--- src/rtl/tsc_timed.sv ---
// Highway/country traffic signal controller with per-phase timers, all-red clearance and emergency pre-emption.
// Moore FSM: lamps are registered alongside the state, so input changes appear on the lamps one edge later.
module tsc_timed #(
  parameter int TIMER_W         = 8,
  parameter int HWY_MIN_GREEN   = 4,
  parameter int YELLOW_CYC      = 3,
  parameter int ALLRED_CYC      = 2,
  parameter int CNTRY_MAX_GREEN = 8
) (
  input  logic       clk,
  input  logic       clear,
  input  logic       x,
  input  logic       emg,
  output logic [1:0] hwy,
  output logic [1:0] cntry,
  output logic [2:0] state
);

  typedef enum logic [2:0] {
    HG  = 3'd0,
    HY  = 3'd1,
    AR1 = 3'd2,
    CG  = 3'd3,
    CY  = 3'd4,
    AR2 = 3'd5
  } st_t;

  localparam logic [1:0] RED = 2'b00;
  localparam logic [1:0] YEL = 2'b01;
  localparam logic [1:0] GRN = 2'b10;

  localparam logic [TIMER_W-1:0] T_MIN_G = TIMER_W'(HWY_MIN_GREEN - 1);
  localparam logic [TIMER_W-1:0] T_YEL   = TIMER_W'(YELLOW_CYC - 1);
  localparam logic [TIMER_W-1:0] T_AR    = TIMER_W'(ALLRED_CYC - 1);
  localparam logic [TIMER_W-1:0] T_MAX_G = TIMER_W'(CNTRY_MAX_GREEN - 1);

  st_t               cur;
  st_t               nxt;
  logic [TIMER_W-1:0] timer;

  // {hwy, cntry} for a given state; every non-listed code decodes to all-red.
  function automatic logic [3:0] lamps(input st_t s);
    case (s)
      HG:      lamps = {GRN, RED};
      HY:      lamps = {YEL, RED};
      CG:      lamps = {RED, GRN};
      CY:      lamps = {RED, YEL};
      default: lamps = {RED, RED};
    endcase
  endfunction

  always_comb begin
    nxt = cur;
    case (cur)
      HG:  if (x && !emg && timer == T_MIN_G) nxt = HY;
      HY:  if (timer == T_YEL) nxt = AR1;
      AR1: begin
        if (emg)                nxt = AR2;
        else if (timer == T_AR) nxt = CG;
      end
      CG:  if (!x || emg || timer == T_MAX_G) nxt = CY;
      CY:  if (timer == T_YEL) nxt = AR2;
      AR2: if (timer == T_AR) nxt = HG;
      default: nxt = HG;
    endcase
  end

  always_ff @(posedge clk) begin
    if (clear) begin
      cur   <= HG;
      timer <= '0;
      hwy   <= GRN;
      cntry <= RED;
    end else begin
      cur <= nxt;
      // Highway green parks the timer at its minimum so a late request is served at once.
      if (nxt != cur)
        timer <= '0;
      else if (cur == HG && timer == T_MIN_G)
        timer <= timer;
      else
        timer <= timer + 1'b1;
      {hwy, cntry} <= lamps(nxt);
    end
  end

  assign state = cur;

endmodule

--- config.mk ---
export PLATFORM = sky130hd
export DESIGN_NAME = tsc_timed
export DESIGN_NICKNAME = d
export VERILOG_FILES = /design/src/rtl/tsc_timed.sv
export SDC_FILE = /design/constraint.sdc
export NUM_CORES = 1
export LEC_CHECK = 0
export CAP_MARGIN = 25
export CELL_PAD_IN_SITES_DETAIL_PLACEMENT = 0
export CELL_PAD_IN_SITES_GLOBAL_PLACEMENT = 1
export CORE_UTILIZATION = 39
export CTS_CLUSTER_DIAMETER = 120
export CTS_CLUSTER_SIZE = 20
export DETAILED_ROUTE_END_ITERATION = 10
export GPL_ROUTABILITY_DRIVEN = 1
export PLACE_DENSITY_LB_ADDON = 0.12
export SKIP_LAST_GASP = 1
export SLEW_MARGIN = 20
export SYNTH_ARGS = -nofsm -noshare
export SYNTH_HDL_FRONTEND = slang
export SYNTH_SLANG_ARGS = --single-unit
--- constraint.sdc ---
create_clock -name clk -period 2.25 [get_ports clk]
set_input_delay 0.3375 -clock clk [delete_from_list [all_inputs] [get_ports clk]]
set_output_delay 0.3375 -clock clk [all_outputs]
set_load 0.1 [all_outputs]
Word-level counts from Yosys, hierarchy flattened
Cells that the tools add are included.
{"block": "totals", "output_inout_bits": 7, "regBits": 15}
{"block": "classes", "eq_ne": 13, "reduce_logical": 10, "mux": 9, "n_addsub": 1}
{"cell": "$mux 3", "n": 7}
{"cell": "$pmux 3 s6", "n": 1}
{"cell": "$eq 8x2->1 const B", "n": 2}
{"cell": "$pmux 4 s4", "n": 1}
{"cell": "$eq 3x2->1 const B", "n": 3}
{"cell": "$eq 3x3->1 const B", "n": 3}
{"cell": "$add 8x1->8 const B", "n": 1}
{"cell": "$eq 8x1->1 const B", "n": 1}
{"cell": "$eq 8x3->1 const B", "n": 1}
{"cell": "$eq 3x1->1 const B", "n": 2}
{"cell": "$logic_not 3->1", "n": 2}
{"cell": "$logic_and 1x1->1", "n": 3}
{"cell": "$ne 3x3->1", "n": 1}
{"cell": "$logic_not 1->1", "n": 2}
{"cell": "$logic_or 1x1->1", "n": 2}
{"cell": "$reduce_or 2->1", "n": 1}

Logic depth before layout (Yosys ltp)
{"block": "depth", "depth_word": 7, "depth_mapped": 8, "ltp_nobuf": 7}

Worst setup path after synthesis
No wires, ideal clock.
{"block": "synth_timing", "kind": "register -> register", "start": "register cur[0] (netlist: state[0])", "end": "register timer[1]", "synth_period_minus_slack_ns": 2.531, "setup_slack_ns": -0.281, "arrival_time_ns": 2.452, "setup_ns": 0.080, "required_time_ns": 2.170, "path_buffers": 2, "stages_incl_launch_ff": 8, "path_cell_list": "dfxtp_1 -> buf_4 -> and4bb_1 -> a211o_1 -> a22o_1 -> or3_1 -> buf_6 -> a211oi_2"}
{"block": "synth_between", "elab_chain_cells": 5}
{"item": "start: declaration", "line": "37", "text": "st_t cur;"}
{"item": "start signal: assignment", "line": "75", "text": "cur <= nxt;"}
{"item": "$mux 3", "line": "59", "text": "else if (timer == T_AR) nxt = CG;"}
{"item": "$mux 3", "line": "58", "text": "if (emg) nxt = AR2;"}
{"item": "$pmux 3 s6", "line": "54", "text": "case (cur)"}
{"item": "$ne 3x3->1", "line": "77", "text": "if (nxt != cur)"}
{"item": "$reduce_or 2->1 (no source line)"}
{"item": "end signal: assignment", "line": "80", "text": "timer <= timer;"}
{"item": "end signal: assignment", "line": "82", "text": "timer <= timer + 1'b1;"}
{"item": "end: declaration", "line": "39", "text": "logic [TIMER_W-1:0] timer;"}
Several ways; a longest one is shown, not always the timed one.
A chain may end at the register's enable or synchronous reset.

Worst setup path after layout
{"block": "layout_timing", "start": "register timer[0]", "end": "register timer[1]"}
{"block": "layout_between", "elab_chain_cells": 6}
{"item": "$eq 8x1->1 (tied with other cells)", "line": "59, 63"}
{"item": "$mux 3 (tied with other cells)", "line": "59"}
{"item": "$mux 3, on equally long branches", "line": "58, 55, 61"}
{"item": "$pmux 3 s6", "line": "54"}
{"item": "$ne 3x3->1", "line": "77"}
{"item": "$reduce_or 2->1 (no source line)"}
Several ways; a longest one is shown, not always the timed one.

==> qor.txt <==
==================================================================================================
Outcome                                                                                  completed
Clk Latency, worst-skew pair                                                                280 ps
Minimum setup slack after placement                                                        83.4 ps
Maximum single-stage delay on the critical path                                             450 ps
Period minus WS final                                                                      2050 ps
Endpoint arrival time on the critical path                                                 2260 ps
Leak                                                                                   0.000401 uW
Vias in the first global route                                                                 587
Crit path cell chain                                                                  inv_1 > ha_1 > and4bb_1 > a211o_1 > a22o_1 > or3_4 > a211oi_2
Max Buffers Root-to-Sink                                                                         2
Clock transition time at the flip-flop clock pins of the worst setup and hold paths          90 ps
Routed wire length                                                                         1.67 mm
CTS-repair resized insts                                                                         0
Count of different cell masters after synthesis                                                 40
Fraction of power consumed by combinational cells                                            0.301
Initial antenna violation count                                                                  0
TritonCTS clock tree                                                                          done
# hold bufs at CTS                                                                               0
Unrepaired setup endpoints after global routing                                              false
Mean Syn Cell Area                                                                        8.90 um2
Y dimension of the die                                                                     47.6 um
Class of the tightest hold or removal check                                             reg -> reg
TNS Setup                                                                                     0 ps
Fraction of registers with async set/reset                                                       0
Weighted congestion at the end of routability-driven global placement                        0.819
Largest net degree at the start of global routing                                               12
Met2 Wirelength                                                                             711 um
Sequential element share of the synthesized area                                             0.371
Commonest non-fill, non-tap cells in the layout                                       sky130_fd_sc_hd__nor2_1, sky130_fd_sc_hd__dfxtp_1, sky130_fd_sc_hd__buf_4
WL/cell                                                                                    12.6 um
Residual antenna-violating net count after detailed routing                                      0
CP Data Required Time                                                                      2450 ps
Setup-failing EPs final                                                                          0
Number of buffers inserted to repair setup after CTS                                             0
CP delay by family, top                                                               simple AND/OR/NAND/NOR gates
IO buf count                                                                                    10
All-Layer GR Usage                                                                           0.165
Fin. Hold Viols                                                                                  0
Metal3 WL                                                                                    73 um
Pin slew with the least headroom to its limit                                               537 ps
Number of buffer and inverter instances along the worst setup path                               1
Row Count                                                                                       16
Max stage delay cell, worst path                                                      sky130_fd_sc_hd__or3_4
Area of the core region                                                                   1960 um2
Half-perimeter wire length after placement                                                 1.22 mm
EDFF count, synth                                                                                0
# DRC                                                                                            0
Number of maximum-capacitance constraint violations                                              0
Post-synthesis net count                                                                        98
M1 wire length                                                                              865 um
Most common cell after layout, fill and taps aside                                    sky130_fd_sc_hd__nor2_1
Clock root buffer                                                                     sky130_fd_sc_hd__clkbuf_4
Ratio of cells with drive above 1 in the final layout                                        0.210
Wire length of the first global-routing pass                                               2.59 mm
Post-synth design cell area                                                                810 um2
Sink count of the clock tree                                                                    15
Proportion of power drawn by flip-flops and latches                                          0.471
Worst rel slew slack                                                                         0.637
Total congestion overflow after global routing                                                   0
Max Clock Freq                                                                           0.487 GHz
Switching share of power                                                                     0.333
Worst IR Drop VDD                                                                         0.448 mV
Category of the worst setup path capture point                                                flop
Total power density per cell area                                                       691 nW/um2
IO Pins                                                                                         11
Internal power summed over all cells                                                        443 uW
Area enclosed by the die boundary                                                         2260 um2
CTS H-Tree Depth                                                                                 1
Critical path start-end classification                                                  reg -> reg
Worst Skew                                                                                0.257 ps
Initial Utilization                                                                          0.413
Yosys synthesis warning count                                                                    0
Fin crit share                                                                               0.913
Clock share of power                                                                         0.227
Dominant register cell in the synthesized netlist                                     sky130_fd_sc_hd__dfxtp_1
Iteration-0 DRC Markers                                                                         19
Highest routed metal layer                                                                    met4
Area Overhead vs Synth                                                                       18.7%
Via density per instance                                                                      5.39
Number of buffers inserted during clock tree synthesis                                           3
Switch Pwr                                                                                  221 uW
Via count                                                                                      711
Flops & latches, synth                                                                          15
Post-synthesis instance total                                                                   91
Max-slew violations                                                                              0
Top fanout value on the critical path                                                            8
First drt pass iteration count                                                                   4
Layout net count                                                                               113
Antenna Diode Count                                                                              0
Post-layout worst setup margin                                                              196 ps
Die width                                                                                  47.6 um
Sort of element at the start of the critical path                                             flop
==================================================================================================
worst paths after layout:
check                               from       end  slack, ps  depth (start not counted)
worst min-delay path            timer[7]  timer[7]        550                          2
worst max-delay path            timer[0]  timer[1]        200                          7
worst max register to register  timer[0]  timer[1]        200                          7
worst min register to register  timer[7]  timer[7]        550                          2
flip-flops by register name, summed over array words and instances, names as in the netlist:
| register | count |
|---|---|
| cntry | 2 |
| hwy | 2 |
| timer | 8 |
| state | 3 |
power groups by stage:
stage	Clock, uW	Sequential [uW]	Combinational [uW]
after floorplan	0	340	127
after global placement	0	318	198
after detailed placement	0	319	197
after CTS	155	313	198
after global routing	162	320	219
final	151	313	200
layer usage:
metal / global-route usage / vias to the layer above
li1: - / 359
met1: 0.241 / 334
met2: 0.236 / 14
met3: 0.0302 / 4
met4: 0.0722 / 0
met5: 0 / -
synth_stat cells, drive strengths merged, types with 2 or more instances:
| library cell | instances | area (um2) |
|---|---|---|
| dfxtp | 15 | 300 |
| nor2 | 15 | 56.3 |
| nand2 | 4 | 15.0 |
| nand3 | 4 | 20.0 |
| nor3 | 4 | 20.0 |
| xor2 | 4 | 35.0 |
| a21oi | 3 | 18.8 |
| ha | 3 | 37.5 |
| inv | 3 | 11.3 |
| nor4b | 3 | 26.3 |
| a211oi | 2 | 20.0 |
| and3 | 2 | 12.5 |
| and4 | 2 | 17.5 |
| buf | 2 | 18.8 |
| or3 | 2 | 12.5 |
| xnor2 | 2 | 17.5 |
metrics by stage:
| step | cell area (um2) | power, uW | util | cells | hold slack [ps] |
|---|---|---|---|---|---|
| after floorplan | 813 | 467 | - | 91 | 402 |
| after global placement | 930 | 516 | 0.474 | 128 | 530 |
| after detailed placement | 930 | 517 | 0.474 | 128 | 526 |
| after CTS | 956 | 666 | 0.487 | 132 | 555 |
| after global routing | 961 | 701 | 0.490 | 132 | 588 |
| final | 961 | 664 | 0.490 | 132 | 554 |
cell families (layout without fill, tap and decap cells):
group | count (synthesis) | count (layout) | synth area share
adders and majority gates | 3 | 3 | 0.0464
DFF | 15 | 15 | 0.371
xor gates and xnor gates | 6 | 6 | 0.0649
and+or+nand+nor | 46 | 46 | 0.317
buffers and inverters | 6 | 20 | 0.0417
AOI/OAI and AO/OA | 14 | 14 | 0.145
muxes | 1 | 1 | 0.0139
area by class of cell:
cell class	instances	area (um2)
Clock buffer	4	26.3
Fill cell	207	1000
Inverter	3	11.3
Multi-Input combinational cell	70	480
Sequential cell	15	304
Tap cell	27	33.8
Timing Repair Buffer	13	105
tightest hold or removal path: stages (launching register included):
cell                      delay [ps]
sky130_fd_sc_hd__dfxtp_1         370
sky130_fd_sc_hd__xor2_1           80
sky130_fd_sc_hd__nor2_1           70
No activity file was read; power rests on OpenSTA's default activity.
